## src/rtl/mem_dump_display_pkg.sv

```systemverilog
// mem_dump_display_pkg
//   Shared definitions for the post-execution memory viewer:
//   - viewer FSM state encoding
//   - active-low 7-segment glyphs, bit order {g,f,e,d,c,b,a}
//   - index-width helper and its default value
//   - hex-to-glyph decode function
package mem_dump_display_pkg;

  typedef enum logic [1:0] {
    ST_IDLE  = 2'd0,
    ST_FETCH = 2'd1,
    ST_WAIT  = 2'd2,
    ST_SHOW  = 2'd3
  } state_e;

  localparam logic [6:0] SEG_0     = 7'h40;
  localparam logic [6:0] SEG_1     = 7'h79;
  localparam logic [6:0] SEG_2     = 7'h24;
  localparam logic [6:0] SEG_3     = 7'h30;
  localparam logic [6:0] SEG_4     = 7'h19;
  localparam logic [6:0] SEG_5     = 7'h12;
  localparam logic [6:0] SEG_6     = 7'h02;
  localparam logic [6:0] SEG_7     = 7'h78;
  localparam logic [6:0] SEG_8     = 7'h00;
  localparam logic [6:0] SEG_9     = 7'h10;
  localparam logic [6:0] SEG_A     = 7'h08;
  localparam logic [6:0] SEG_B     = 7'h03;  // lowercase b
  localparam logic [6:0] SEG_C     = 7'h46;
  localparam logic [6:0] SEG_D     = 7'h21;  // lowercase d
  localparam logic [6:0] SEG_E     = 7'h06;
  localparam logic [6:0] SEG_F     = 7'h0E;
  localparam logic [6:0] SEG_BLANK = 7'h7F;

  // Width of an index that counts 0..n-1 (never narrower than 1 bit).
  function automatic int idx_width(input int n);
    return (n > 1) ? $clog2(n) : 1;
  endfunction

  localparam int DEFAULT_IDX_W = idx_width(16);

  function automatic logic [6:0] seg_decode(input logic [3:0] nib);
    logic [6:0] g;
    g = SEG_BLANK;
    case (nib)
      4'h0: g = SEG_0;
      4'h1: g = SEG_1;
      4'h2: g = SEG_2;
      4'h3: g = SEG_3;
      4'h4: g = SEG_4;
      4'h5: g = SEG_5;
      4'h6: g = SEG_6;
      4'h7: g = SEG_7;
      4'h8: g = SEG_8;
      4'h9: g = SEG_9;
      4'hA: g = SEG_A;
      4'hB: g = SEG_B;
      4'hC: g = SEG_C;
      4'hD: g = SEG_D;
      4'hE: g = SEG_E;
      default: g = SEG_F;
    endcase
    return g;
  endfunction

endpackage

```

## src/rtl/mem_dump_display_seg_scan_mux.sv

```systemverilog
// seg_scan_mux
//   Multiplexed 7-segment driver. Lights one digit at a time for SCAN_DIV
//   cycles, stepping from digit 0 (least-significant nibble) upwards and
//   wrapping. sel and leds are registered together so digit enable and
//   segment pattern always change on the same edge (no ghosting).
// Ports:
//   clk       system clock
//   rst_ni    synchronous active-low reset
//   en_i      scan enable; when low the display is blanked and the scan restarts
//   nibbles_i DIGITS hex nibbles, digit 0 in bits [3:0]
//   sel_o     digit enables, one-hot active-low
//   leds_o    segments {g..a}, active-low
module seg_scan_mux
  import mem_dump_display_pkg::*;
#(
  parameter int DIGITS   = 4,
  parameter int SCAN_DIV = 50000
) (
  input  logic                  clk,
  input  logic                  rst_ni,
  input  logic                  en_i,
  input  logic [4*DIGITS-1:0]   nibbles_i,
  output logic [DIGITS-1:0]     sel_o,
  output logic [6:0]            leds_o
);

  localparam int CNT_W = idx_width(SCAN_DIV);
  localparam int DIG_W = idx_width(DIGITS);

  logic [CNT_W-1:0]  cnt_q, cnt_d;
  logic [DIG_W-1:0]  digit_q, digit_d;
  logic [DIGITS-1:0] sel_q, sel_d;
  logic [6:0]        leds_q, leds_d;
  logic [3:0]        cur_nib;

  assign cur_nib = nibbles_i[{digit_q, 2'b00} +: 4];

  always_comb begin
    cnt_d   = '0;
    digit_d = '0;
    sel_d   = '1;
    leds_d  = SEG_BLANK;
    if (en_i) begin
      sel_d  = ~(DIGITS'(1) << digit_q);
      leds_d = seg_decode(cur_nib);
      if (cnt_q == CNT_W'(SCAN_DIV - 1)) begin
        cnt_d   = '0;
        digit_d = (digit_q == DIG_W'(DIGITS - 1)) ? '0 : digit_q + DIG_W'(1);
      end else begin
        cnt_d   = cnt_q + CNT_W'(1);
        digit_d = digit_q;
      end
    end
  end

  always_ff @(posedge clk) begin
    if (!rst_ni) begin
      cnt_q   <= '0;
      digit_q <= '0;
      sel_q   <= '1;
      leds_q  <= SEG_BLANK;
    end else begin
      cnt_q   <= cnt_d;
      digit_q <= digit_d;
      sel_q   <= sel_d;
      leds_q  <= leds_d;
    end
  end

  assign sel_o  = sel_q;
  assign leds_o = leds_q;

endmodule

```

## src/rtl/mem_dump_display.sv

```systemverilog
// mem_dump_display
//   Post-execution memory viewer. After the CPU raises start, reads one word
//   of a NUM_WORDS-deep window (BASE_ADDR + index*STRIDE) and shows it on a
//   multiplexed DIGITS-digit 7-segment display. next/prev step through the
//   window with wrap-around; page selects the low or high 4*DIGITS-bit half.
//   Optional build macro MEM_DUMP_AUTO_STEP_EN adds parameter AUTO_PERIOD and
//   an automatic forward step after AUTO_PERIOD idle cycles in SHOW.
// Ports:
//   clk          system clock
//   reset        synchronous active-low reset
//   start        CPU finished (level, latched by leaving IDLE)
//   next, prev   step forward / backward (debounced, synchronised)
//   page         0 = low field, 1 = high field of the shown word
//   mem_rd_en    one-cycle read strobe
//   mem_addr     read address
//   mem_rd_data  read data, valid one cycle after mem_rd_en
//   cur_index    window index currently displayed
//   sel          digit enables, one-hot active-low
//   leds         segments {g..a}, active-low
module mem_dump_display
  import mem_dump_display_pkg::*;
#(
  parameter int                ADDR_W    = 32,
  parameter int                DATA_W    = 32,
  parameter int                DIGITS    = 4,
  parameter logic [ADDR_W-1:0] BASE_ADDR = 32'h0000_0004,
  parameter int                STRIDE    = 4,
  parameter int                NUM_WORDS = 16,
  parameter int                SCAN_DIV  = 50000
`ifdef MEM_DUMP_AUTO_STEP_EN
  ,
  parameter int                AUTO_PERIOD = 50_000_000
`endif
) (
  input  logic                         clk,
  input  logic                         reset,
  input  logic                         start,
  input  logic                         next,
  input  logic                         prev,
  input  logic                         page,
  output logic                         mem_rd_en,
  output logic [ADDR_W-1:0]            mem_addr,
  input  logic [DATA_W-1:0]            mem_rd_data,
  output logic [idx_width(NUM_WORDS)-1:0] cur_index,
  output logic [DIGITS-1:0]            sel,
  output logic [6:0]                   leds
);

  localparam int IDX_W   = idx_width(NUM_WORDS);
  localparam int FIELD_W = 4 * DIGITS;

  state_e             state_q, state_d;
  logic [IDX_W-1:0]   idx_q, idx_d;
  logic [DATA_W-1:0]  word_q, word_d;
  logic               next_dly_q, prev_dly_q;
  logic               next_edge, prev_edge;
  logic               step_fwd, step_bwd;
  logic               auto_fire;
  logic [2*FIELD_W-1:0] word_ext;
  logic [FIELD_W-1:0]   field;

  // One-cycle delayed copies give single-cycle rising-edge pulses.
  assign next_edge = next & ~next_dly_q;
  assign prev_edge = prev & ~prev_dly_q;

`ifdef MEM_DUMP_AUTO_STEP_EN
  localparam int AUTO_W = idx_width(AUTO_PERIOD + 1);
  logic [AUTO_W-1:0] auto_cnt_q, auto_cnt_d;

  // Counter is zero on every entry to SHOW because it is held clear elsewhere.
  always_comb begin
    auto_cnt_d = '0;
    auto_fire  = 1'b0;
    if (state_q == ST_SHOW && !next_edge && !prev_edge) begin
      if (auto_cnt_q == AUTO_W'(AUTO_PERIOD)) begin
        auto_fire = 1'b1;
      end else begin
        auto_cnt_d = auto_cnt_q + AUTO_W'(1);
      end
    end
  end

  always_ff @(posedge clk) begin
    if (!reset) auto_cnt_q <= '0;
    else        auto_cnt_q <= auto_cnt_d;
  end
`else
  assign auto_fire = 1'b0;
`endif

  // Simultaneous next and prev edges cancel out.
  assign step_fwd = (next_edge & ~prev_edge) | auto_fire;
  assign step_bwd = prev_edge & ~next_edge;

  always_comb begin
    state_d = state_q;
    idx_d   = idx_q;
    word_d  = word_q;
    case (state_q)
      ST_IDLE: begin
        if (start) state_d = ST_FETCH;
      end
      ST_FETCH: begin
        state_d = ST_WAIT;
      end
      ST_WAIT: begin
        word_d  = mem_rd_data;
        state_d = ST_SHOW;
      end
      default: begin  // ST_SHOW
        if (step_fwd) begin
          idx_d   = (idx_q == IDX_W'(NUM_WORDS - 1)) ? '0 : idx_q + IDX_W'(1);
          state_d = ST_FETCH;
        end else if (step_bwd) begin
          idx_d   = (idx_q == '0) ? IDX_W'(NUM_WORDS - 1) : idx_q - IDX_W'(1);
          state_d = ST_FETCH;
        end
      end
    endcase
  end

  always_ff @(posedge clk) begin
    if (!reset) begin
      state_q    <= ST_IDLE;
      idx_q      <= '0;
      word_q     <= '0;
      next_dly_q <= 1'b0;
      prev_dly_q <= 1'b0;
    end else begin
      state_q    <= state_d;
      idx_q      <= idx_d;
      word_q     <= word_d;
      next_dly_q <= next;
      prev_dly_q <= prev;
    end
  end

  assign mem_rd_en = (state_q == ST_FETCH);
  assign mem_addr  = BASE_ADDR + ADDR_W'(STRIDE) * ADDR_W'(idx_q);
  assign cur_index = idx_q;

  // Pad the word so the high page exists even when DATA_W < 8*DIGITS.
  generate
    if (DATA_W >= 2 * FIELD_W) begin : g_ext_trunc
      assign word_ext = word_d[2*FIELD_W-1:0];
    end else begin : g_ext_pad
      assign word_ext = {{(2 * FIELD_W - DATA_W){1'b0}}, word_d};
    end
  endgenerate

  // The scan mux registers its outputs, so it is fed next-cycle values; the
  // new word and blanking then appear on the same edge as the state change.
  assign field = page ? word_ext[2*FIELD_W-1:FIELD_W] : word_ext[FIELD_W-1:0];

  seg_scan_mux #(
    .DIGITS   (DIGITS),
    .SCAN_DIV (SCAN_DIV)
  ) u_scan (
    .clk       (clk),
    .rst_ni    (reset),
    .en_i      (state_d != ST_IDLE),
    .nibbles_i (field),
    .sel_o     (sel),
    .leds_o    (leds)
  );

endmodule

```

## config.mk

```make
export PLATFORM = sky130hd
export DESIGN_NAME = mem_dump_display
export DESIGN_NICKNAME = d
export VERILOG_FILES = /design/src/rtl/mem_dump_display_pkg.sv /design/src/rtl/mem_dump_display_seg_scan_mux.sv /design/src/rtl/mem_dump_display.sv
export SDC_FILE = /design/constraint.sdc
export NUM_CORES = 1
export LEC_CHECK = 0
export BUFFER_PORTS_ARGS = -buffer_cell sky130_fd_sc_hd__buf_4
export CORE_MARGIN = 4
export CORE_UTILIZATION = 30
export DETAILED_ROUTE_END_ITERATION = 16
export SLEW_MARGIN = 20
export SYNTH_ARGS = -nofsm -noshare
export SYNTH_HDL_FRONTEND = slang
export SYNTH_SLANG_ARGS = --single-unit
```

## constraint.sdc

```tcl
create_clock -name clk -period 3.75 [get_ports clk]
set_clock_uncertainty 0.15 [all_clocks]
set_input_delay 0.75 -clock clk [delete_from_list [all_inputs] [get_ports clk]]
set_output_delay 0.75 -clock clk [all_outputs]
set_load 0.05 [all_outputs]
```

# Word level (Yosys, flattened, before mapping)
# Memory sizes are Yosys's and may differ from the RTL's. A register that Yosys moved wholly into a read port is not among the register bits.
# Index checks and enable logic that the tools add are counted.
[totals]
output_inout_bits = 48
n_memories = 1
elab_cells = 53
reg_bits = 62
input_bits = 38
romBits = 112
[memory_table]
columns = ["memory", "words", "word_bits", "rd", "rd_ports_with_merged_regs", "write_ports", "line_no", "text"]
rows = [
  ["(name not given)", 16, 7, 1, 1, 0, "mem_dump_display_pkg.sv:44", "case (nib)"],
]
[classes]
n_bitwise = 12
reduce_logical = 9
add_sub_neg = 5
n_eq_ne = 5
shifts = 2
mux = 11
[ops]
columns = ["operator", "n"]
rows = [
  ["$mux 32", 1],
  ["$add 16x1->16 const B", 1],
  ["$eq 16x16->1 const B", 1],
  ["$mux 16", 1],
  ["$mux 4", 4],
  ["$shiftx 16x5->4", 1],
  ["$mux 2", 4],
  ["$add 3x6->7 const A", 1],
  ["$not 1->1", 7],
  ["$pmux 2 s3", 1],
  ["$reduce_or 3->1", 2],
  ["$add 4x1->4 const B", 1],
  ["$and 1x1->1", 4],
  ["$eq 2x2->1 const B", 2],
  ["$eq 4x4->1 const B", 1],
  ["$logic_not 4->1", 1],
  ["$not 4->4", 1],
  ["$reduce_and 2->1", 2],
  ["$reduce_bool 2->1", 2],
  ["$shl 1x2->4 const A", 1],
  ["$sub 4x1->4 const B", 1],
  ["$add 2x1->2 const B", 1],
  ["$eq 2x1->1 const B", 1],
  ["$logic_not 2->1", 1],
  ["$logic_not 1->1", 1],
]

# Logic depth before layout (Yosys ltp)
# Gate-level depths: netlist of the first run.
[depth]
ltp_word = 10
mapped_depth = 12
depth_no_buf = 10

# Hierarchy
# From an unflattened synthesis of the first run, not the netlist that was laid out.
[unflattened]
cells_unflattened = 371
area_unflattened_um2 = 3831.2
[modules_own_cells]
columns = ["module", "cells_per_inst", "seq_area_each_um2", "area_per_inst_um2", "n_inst"]
rows = [
  ["mem_dump_display", 217, 800.8, 2386.0, 1],
  ["seg_scan_mux", 154, 580.6, 1445.1, 1],
]

# Worst setup path before layout of the first run
# No wires, ideal clock.
[synth_timing]
kind = "input to register"
from = "in page"
to = "reg u_scan.leds_q[5] (netlist: u_scan.leds_o[5])"
setup_time_ns = 0.120
n_path_buf = 2
required_time_ns = 3.480
cell_stages = 9
arrival_ns = 2.976
path_slack_ns = 0.504
cell_sequence = "clkbuf_1 buf_2 mux4_2 a22o_1 a221oi_2 inv_1 ha_1 mux2_1 a211o_1"
[synth_between]
elab_chain_len = 2
[synth_lines]
columns = ["item", "line_no", "text"]
rows = [
  ["start, declared", "mem_dump_display.sv:40", "input logic page,"],
  ["$mux 16", "mem_dump_display.sv:153", "assign field = page ? word_ext[2*FIELD_W-1:FIELD_W] : word_ext[FIELD_W-1:0];"],
  ["$shiftx 16x5->4", "mem_dump_display_seg_scan_mux.sv:36", "assign cur_nib = nibbles_i[{digit_q, 2'b00} +: 4];"],
  ["end, declared", "mem_dump_display_seg_scan_mux.sv:33", "logic [6:0] leds_q, leds_d;"],
]
# Every way passes these cells.
# A chain may end at the register's enable or synchronous reset.

# Worst setup path in the final report of the first run
[layout_timing]
from = "reg state_q[0]"
to = "reg u_scan.leds_q[2] (netlist: u_scan.leds_o[2])"
[layout_between]
elab_chain_len = 6
word_cells_on_any_way = 13
cone_classes = "2 x eq/ne; 1 x shift; 6 x mux; 4 x reduce/logical"
[layout_lines]
columns = ["item", "line_no", "text"]
rows = [
  ["start, declared", "mem_dump_display.sv:52", "state_e state_q, state_d;"],
  ["start signal, assigned", "mem_dump_display.sv:130", "state_q <= state_d;"],
  ["parallel branches: the longest is 6 deep, another holds $mux 32", "--", ""],
]
# Parallel ways; which one is timed is not known.

==> reports/metrics.cfg, run 1 <==
[run_status]
status=complete, no violations

[cts]
post_cts_buffers=0
cts_tree=yes
root_buffer=clkbuf_16
hold_buffers=0
cts_max_level=3
cts.clk_slew.worst_paths_ps=60
clock_path_buffers=2
ctsResizeCount=0
cts_sinks=69
cts_buffers=9
clk-insertion-delay-late_ps=330

[cells_and_area]
area_growth_pct=21.8
fin_cells=604
layout-drive-gt1-share_pct=21.1
num-nets-final=489
final_util_pct=37.9
layout.cells.most_common_list=69 x dfxtp_1, 61 x buf_4, 37 x mux2i_1
finalInstanceArea_um2=4610
diodes=0
final_common_cell=dfxtp_1

[power_and_ir_drop]
leakagePower_nw=1.89
powerDensity_nw_per_um2=698
vdd_drop_max_v=0.000270

[worst_setup_path]
slowest_stage=mux4_1
rrSetupSlack_ps=500
critical_path_arrival_ps=3310
cp-end-kind=register
crit_family=buffers and inverters
critPathRequiredTime_ps=3820
path_depth=9
critPathBufInv=3
rr_endpoint=u_scan.leds_o[2]
r2r_cells=9
crit_type=reg -> reg
crit_fanout=22
critPathLaunch=state_q[0]
crit_chain=inv_1, ha_2, buf_12, buf_4, mux4_1, a22oi_1, nand2_1, and2_4, a221o_1
r2r_start=state_q[0]
cpPeakStageDelay_ps=590
critPathLaunchType=register
worstSetupEndpoint=u_scan.leds_o[2]

[hold_path]
hold_class=reg -> reg

[synth]
yosys_register_bits=69
yosysSeqAreaShare_pct=36.5
synth_warnings=0
synth.distinct_cells=44
syn_inst=376
synthArstFlopShare_pct=0
synth_edf_count=0
synthFlopType=dfxtp_1
postSynthAreaPerCell_um2=10.1
syn_area_um2=3780

[route]
routed_via_density=4.38
drt_iter0_drc=108
vias=2646
firstDrtPassIters=4
wl_per_cell_um=12.6
antenna_left=0
drt-total-wl_um=7600
drc=0

[timing]
hold_violations=0
setup_viol=0
setup_ws_ps=505
post-route-min-period_ps=3250
fin_crit_sh_pct=86.5
finalSetupTns_ps=0
slew_viol_final=0
fmax_mhz=308
rsz0062_at_grt=false

[global_route]
grt_pass1_wl_um=12900
track_usage_pct=11.1
antenna_found_initial=0
grt.overflow.total=0
grt_max_degree=41
first_global_vias=2616

[placed_design]
gp_congestion=0.825
place_area_um2=4270
dpl.hpwl_um=5770
pre_cts_slack_ps=509
port_buffers=58
dp.cells=588

[floorplan]
io_pins=86
start_util_pct=31.1
die_w_um=120
fp.coreArea_um2=12200
die_y_um=120
die_area_um2=14500
num_rows=40

[run]
maxCapViolCount=0

[flip-flops by register name, indices dropped and copies added, names as in the netlist]
name            count
u_scan.digit_q      2
u_scan.sel_o        4
u_scan.leds_o       7
state_q             2
next_dly_q          1
u_scan.cnt_q       16
cur_index           4
word_q             32
prev_dly_q          1
[worst register-to-register path: stages, from the launching register on]
cell,delay [ps]
dfxtp_1,360
inv_1,110
ha_2,370
buf_12,240
buf_4,240
mux4_1,590
a22oi_1,240
nand2_1,280
and2_4,240
a221o_1,330
[worst min path at each step]
stage	from	to	slack, ps	cells after the start
2_1_floorplan	u_scan.cnt_q[0]	u_scan.cnt_q[0]	280	1
3_3_place_gp	u_scan.cnt_q[0]	u_scan.cnt_q[0]	290	1
3_5_place_dp	u_scan.cnt_q[0]	u_scan.cnt_q[0]	320	1
4_1_cts	u_scan.cnt_q[0]	u_scan.cnt_q[0]	330	1
5_1_grt	u_scan.cnt_q[0]	u_scan.cnt_q[0]	370	1
6_report	u_scan.cnt_q[0]	u_scan.cnt_q[0]	330	1
[area by class of cell]
type / count / area (um2)
flip-flops and latches: 69 / 1380
repair buffers: 62 / 478
inverters: 15 / 56.3
clock buffers: 12 / 256
well taps: 168 / 210
fillers: 1210 / 7560
clock inverters: 4 / 77.6
multi-input cells: 274 / 2150
[cell families (layout without fill, tap and decap cells)]
kind of cell	after synthesis	in the layout	synth area share [%]
and+or+nand+nor	123	123	16.9
buffers and inverters	59	93	9.39
xor gates and xnor gates	17	17	3.94
muxes	54	54	20.3
DFF	69	69	36.5
other	1	27	0.0991
AOI/OAI and AO/OA	33	33	6.22
adders and majority gates	20	20	6.62
[where the power goes]
part / leakage (nW) / total [W] / switching (W) / internal (W)
combinational: 1.17 / 0.00132 / 0.000771 / 0.000550
sequential: 0.562 / 0.000952 / 0.0000750 / 0.000877
clock: 0.164 / 0.000942 / 0.000319 / 0.000623
total: 1.89 / 0.00321 / 0.00116 / 0.00205
[metrics by stage]
step	total power [W]	hold WS, ps
floorplan	0.00203	280
global placement	0.00227	294
detailed placement	0.00230	323
CTS	0.00326	332
global route	0.00342	370
finish	0.00321	331
[cell usage after synthesis, types with 2 or more instances]
library cell	n	area, um2
and2_1	4	25.0
nand2b_1	4	25.0
nand2_1	21	78.8
xnor2_1	7	61.3
mux4_2	9	203
mux2i_1	37	370
a21oi_1	7	35.0
mux4_1	7	184
a22oi_2	2	25.0
and3_1	6	37.5
buf_2	5	25.0
nor2_1	26	97.6
clkbuf_1	8	30.0
nand3_1	10	50.1
inv_1	15	56.3
buf_4	28	210
xor2_1	10	87.6
o211ai_1	4	30.0
dfxtp_1	69	1380
ha_1	20	250
nor2b_1	36	225
a22oi_1	4	30.0
o21ai_0	6	30.0
nor3_1	5	25.0
buf_6	3	33.8
nand4_1	4	25.0
or3_1	2	12.5
[per-layer routing]
metal / global-route usage, % / wire, um
met1: 15.1 / 3700
met2: 16.8 / 3380
met3: 2.43 / 405
met4: 4.96 / 106
met5: 0 / 0
Power figures use the tool's default switching activity.
==> run 2, diff against run 1 <==
--- a/config.mk
+++ b/config.mk
@@ -5,7 +5,7 @@
 export SDC_FILE = /design/constraint.sdc
 export NUM_CORES = 1
 export LEC_CHECK = 0
-export BUFFER_PORTS_ARGS = -buffer_cell sky130_fd_sc_hd__buf_4
+export BUFFER_PORTS_ARGS = -buffer_cell sky130_fd_sc_hd__buf_2
 export CORE_MARGIN = 4
 export CORE_UTILIZATION = 30
 export DETAILED_ROUTE_END_ITERATION = 16
==> reports/metrics.cfg, run 2 (synthesis gave the netlist of run 1 again) <==
[cts]
clk-insertion-delay-late_ps=330
cts_max_level=3
cts.clk_slew.worst_paths_ps=60
cts_buffers=9
post_cts_buffers=0
hold_buffers=0
ctsResizeCount=0
root_buffer=clkbuf_16
clock_path_buffers=2
cts_sinks=69
cts_tree=yes

[timing]
finalSetupTns_ps=0
fin_crit_sh_pct=85.4
post-route-min-period_ps=3200
hold_violations=0
holdWs_ps=317
rsz0062_at_grt=false
fmax_mhz=312
setup_viol=0
slew_viol_final=0

[worst_setup_path]
crit_type=reg -> reg
crit_fanout=24
critical_path_arrival_ps=3270
crit_chain=inv_1, ha_2, buf_12, mux4_2, a221oi_2, buf_4, inv_1, ha_1, mux2_1, a211o_1
cpPeakStageDelay_ps=530
cp-end-kind=register
slowest_stage=mux4_2
crit_path_frequent_cell=inv_1
critPathRequiredTime_ps=3820
critPathLaunchType=register

[cells_and_area]
layout-drive-gt1-share_pct=21.7
area_growth_pct=18.7
diodes=0
largest_register=word_q
final_common_cell=dfxtp_1
final_util_pct=36.9
layout.cells.most_common_list=69 x dfxtp_1, 58 x buf_2, 37 x mux2i_1
fin_cells=606
largest_register_ffs=32
num-nets-final=491

[floorplan]
io_pins=86
fp.coreArea_um2=12200
die_w_um=120
die_y_um=120
num_rows=40
die_area_um2=14500
start_util_pct=31.1

[route]
drt-total-wl_um=7470
routed_via_density=4.36
firstDrtPassIters=4
drc=0
wl_per_cell_um=12.3
antenna_left=0
drt_iter0_drc=84
vias=2644

[power_and_ir_drop]
vdd_drop_max_v=0.000315
power_frac_clock_pct=30.6
switchingPower_w=0.00117
pwr-share-seq_pct=29.7
powerDensity_nw_per_um2=715
p_sw_share_pct=36.4
leakagePower_nw=1.86
comb_power_share_pct=39.7
internal_power_w=0.00204

[hold_path]
hold_class=reg -> reg

[global_route]
antenna_found_initial=0
use_met2_pct=16.7
grt_pass1_wl_um=12500
grt_max_degree=34
grtUsageMet1_pct=14.1
met3_usage_pct=2.62
track_usage_pct=10.7
busiest_layer=met2
grt.overflow.total=0
first_global_vias=2613

[run]
maxCapViolCount=0

[placed_design]
dpl.hpwl_um=5650
dp.cells=590
gp_congestion=0.797
port_buffers=58

[run_status]
status=complete, no violations

==> run 2: metal layers <==
| layer | vias up | part of all wire (%) |
|---|---|---|
| met2 | 69 | 43 |
| met4 | 0 | 1.7 |
| met3 | 11 | 5.5 |
| met1 | 1204 | 50 |
| li1 | 1360 | - |
| met5 | - | 0 |
==> run 2: worst max-delay path: cells and delay by family (launching register included) <==
| family | cells | cell delay (ps) |
|---|---|---|
| AOI/OAI and AO/OA | 2 | 570 |
| DFF | 1 | 360 |
| adders and majority gates | 2 | 580 |
| muxes | 2 | 830 |
| buffers and inverters | 4 | 590 |
==> run 2: area by class of cell <==
| type | instances | area (um2) |
|---|---|---|
| clock inverter | 7 | 121 |
| clock buffer | 9 | 225 |
| fill | 1208 | 7670 |
| multi-input combinational | 274 | 2150 |
| tap | 168 | 210 |
| inverter | 15 | 56.3 |
| sequential | 69 | 1380 |
| timing repair buffer | 64 | 348 |
==> run 2: metrics by stage <==
stage / total power (W) / cell area (um2) / setup slack, ps
floorplan: 0.00203 / 3880 / 504
global placement: 0.00223 / 4140 / 647
detailed placement: 0.00225 / 4140 / 577
CTS: 0.00325 / 4490 / 540
global route: 0.00341 / 4490 / 400
finish: 0.00321 / 4490 / 547
==> run 2: final timing paths <==
path / start / endpoint / slack (ps) / depth (start not counted)
hold / removal: u_scan.cnt_q[0] / u_scan.cnt_q[0] / 320 / 1
hold reg to reg: u_scan.cnt_q[0] / u_scan.cnt_q[0] / 320 / 1
setup / recovery: state_q[0] / u_scan.leds_o[5] / 550 / 10
setup reg to reg: state_q[0] / u_scan.leds_o[5] / 550 / 10
==> run 2: power by group through the flow <==
stage               logic (W)  registers (W)  clock network [W]
floorplan            0.000945        0.00109                  0
global placement      0.00127       0.000963                  0
detailed placement    0.00128       0.000968                  0
CTS                   0.00129       0.000954            0.00101
global route          0.00140       0.000972            0.00104
finish                0.00127       0.000952           0.000981
==> run 3, diff against run 2 <==
--- a/config.mk
+++ b/config.mk
@@ -12,4 +12,5 @@
 export SLEW_MARGIN = 20
 export SYNTH_ARGS = -nofsm -noshare
 export SYNTH_HDL_FRONTEND = slang
+export SYNTH_HIERARCHICAL = 1
 export SYNTH_SLANG_ARGS = --single-unit
==> reports/metrics.cfg, run 3 <==
[synth]
yosys_register_bits=69
yosys.area.top_type_share_pct=36.1
synth_edf_count=0
synthFlopType=dfxtp_1
yosys.area_share.simple_pct=16.9
synthTopCellsByArea=dfxtp_1 36%, mux4_2 12%, mux2i_1 8.9%
synth.distinct_cells=55
syn_area_um2=3830
yosysSeqAreaShare_pct=36.1
synthXorXnorAreaFrac_pct=3.66
synth-adder-area-share_pct=6.53
yosys.area.top_type=dfxtp_1
synth_compound_area_share_pct=6.43
postSynthAreaPerCell_um2=10.3
synth.most_common_cell=dfxtp_1
synthMuxAreaShare_pct=20.6
synthArstFlopShare_pct=0
synth_commonest_cells=69 x dfxtp_1, 34 x mux2i_1, 34 x nor2b_1, 28 x buf_4, 22 x nor2_1
synth_top_family_by_area=multiplexers
syn_inst=371
synth_warnings=6

[worst_setup_path]
critical_path_arrival_ps=3200
crit_type=reg -> reg
cp-end-kind=register
critPathRequiredTime_ps=3790
cpPeakStageDelay_ps=540
crit_fanout=26
crit_chain=inv_1, ha_2, buf_12, mux4_2, mux4_2, inv_1, ha_1, o211ai_1, o211ai_1
slowest_stage=mux4_2
critPathLaunchType=register

[global_route]
grt_pass1_wl_um=13300
antenna_found_initial=0
grt_max_degree=42
track_usage_pct=11.6
grt.overflow.total=0
first_global_vias=2683

[cts]
cts_tree=yes
post_cts_buffers=0
clk-insertion-delay-late_ps=330
cts.clk_slew.worst_paths_ps=60
hold_buffers=0
cts_max_level=3
root_buffer=clkbuf_16
cts_buffers=9
cts_sinks=69
clock_path_buffers=2
ctsResizeCount=0

[timing]
finalSetupTns_ps=0
fin_crit_sh_pct=84.1
fmax_mhz=317
hold_violations=0
worst_slew_pin_slew_ps=622
timing.slew.headroom_pct=58.5
rsz0062_at_grt=false
setup_viol=0
setup_ws_ps=595
post-route-min-period_ps=3150
slew_viol_final=0

[power_and_ir_drop]
vdd_drop_max_v=0.000302
powerDensity_nw_per_um2=662
leakagePower_nw=1.69

[cells_and_area]
largest_register=word_q
regArea_um2=1380
finalInstanceArea_um2=4440
largest_register_ffs=32
layout-drive-gt1-share_pct=24.9
final_common_cell=dfxtp_1
fill_cells=1282
num-nets-final=482
area_growth_pct=15.8
multi_input_area_um2=2180
layout.cells.most_common_list=69 x dfxtp_1, 58 x buf_2, 34 x mux2i_1, 34 x nor2b_1, 27 x conb_1
diodes=0

[floorplan]
num_rows=41
fp.coreArea_um2=12600
start_util_pct=30.5
die_y_um=121
die_area_um2=14600
io_pins=86
die_w_um=121

[placed_design]
place_area_um2=4160
port_buffers=58
gp_congestion=0.840
pre_cts_slack_ps=593
dpl.hpwl_um=5990

[run_status]
status=complete, no violations

[route]
drt-total-wl_um=7910
drt_iter0_drc=143
wl_per_cell_um=13.2
drc=0
firstDrtPassIters=4
routed_via_density=4.51
antenna_left=0
vias=2709

[run]
maxCapViolCount=0

[hold_path]
hold_class=reg -> reg

[run 3: per-stage QoR]
step           total power, W  util [%]  std cells  hold slack, ps
2_1_floorplan         0.00199         -        397             287
3_3_place_gp          0.00215      33.1        585             306
3_5_place_dp          0.00218      33.1        585             313
4_1_cts               0.00298      35.3        601             326
5_1_grt               0.00314      35.3        601             363
6_report              0.00294      35.3        601             322
[run 3: layout make-up]
class | count | area share [%]
multi-input combinational | 267 | 49.1
sequential | 69 | 31.1
tap | 172 | 4.85
timing repair buffer | 61 | 7.33
inverter | 16 | 1.35
clock buffer | 10 | 5.38
clock inverter | 6 | 0.874
[run 3: per-layer routing]
layer / wire (um) / vias to the layer above / track usage [%]
li1: - / 1345 / -
met1: 3760 / 1297 / 15.4
met2: 3610 / 63 / 17.6
met3: 481 / 4 / 4.24
met4: 70 / 0 / 3.61
met5: 0 / - / 0
[run 3: kinds of logic after synthesis]
family	count (synthesis)
mux	54
fa+ha+maj	20
other cells	1
compound gates	34
xor+xnor	16
flops	69
buf+inv	61
simple gates	116
[run 3: critical path: cells and delay by family, from the launching register on]
family,cells,cell delay (ps)
multiplexers,2,1070
flip-flops,1,350
buffers and inverters,3,530
AO/OA/AOI/OAI,2,290
adder cells (fa/ha/maj),2,620
[run 3: worst paths after layout]
path | from | to | slack (ps) | cells after the start
worst max-delay path | state_q[0] | u_scan/leds_o[1] | 600 | 9
worst min-delay path | u_scan/cnt_q[0] | u_scan/cnt_q[0] | 320 | 1
worst max register to register | state_q[0] | u_scan/leds_o[1] | 600 | 9
worst min register to register | u_scan/cnt_q[0] | u_scan/cnt_q[0] | 320 | 1
[run 3: power breakdown]
part | switching [W] | internal [W]
sequential | 0.0000769 | 0.000873
combinational | 0.000718 | 0.000485
clock | 0.000324 | 0.000463
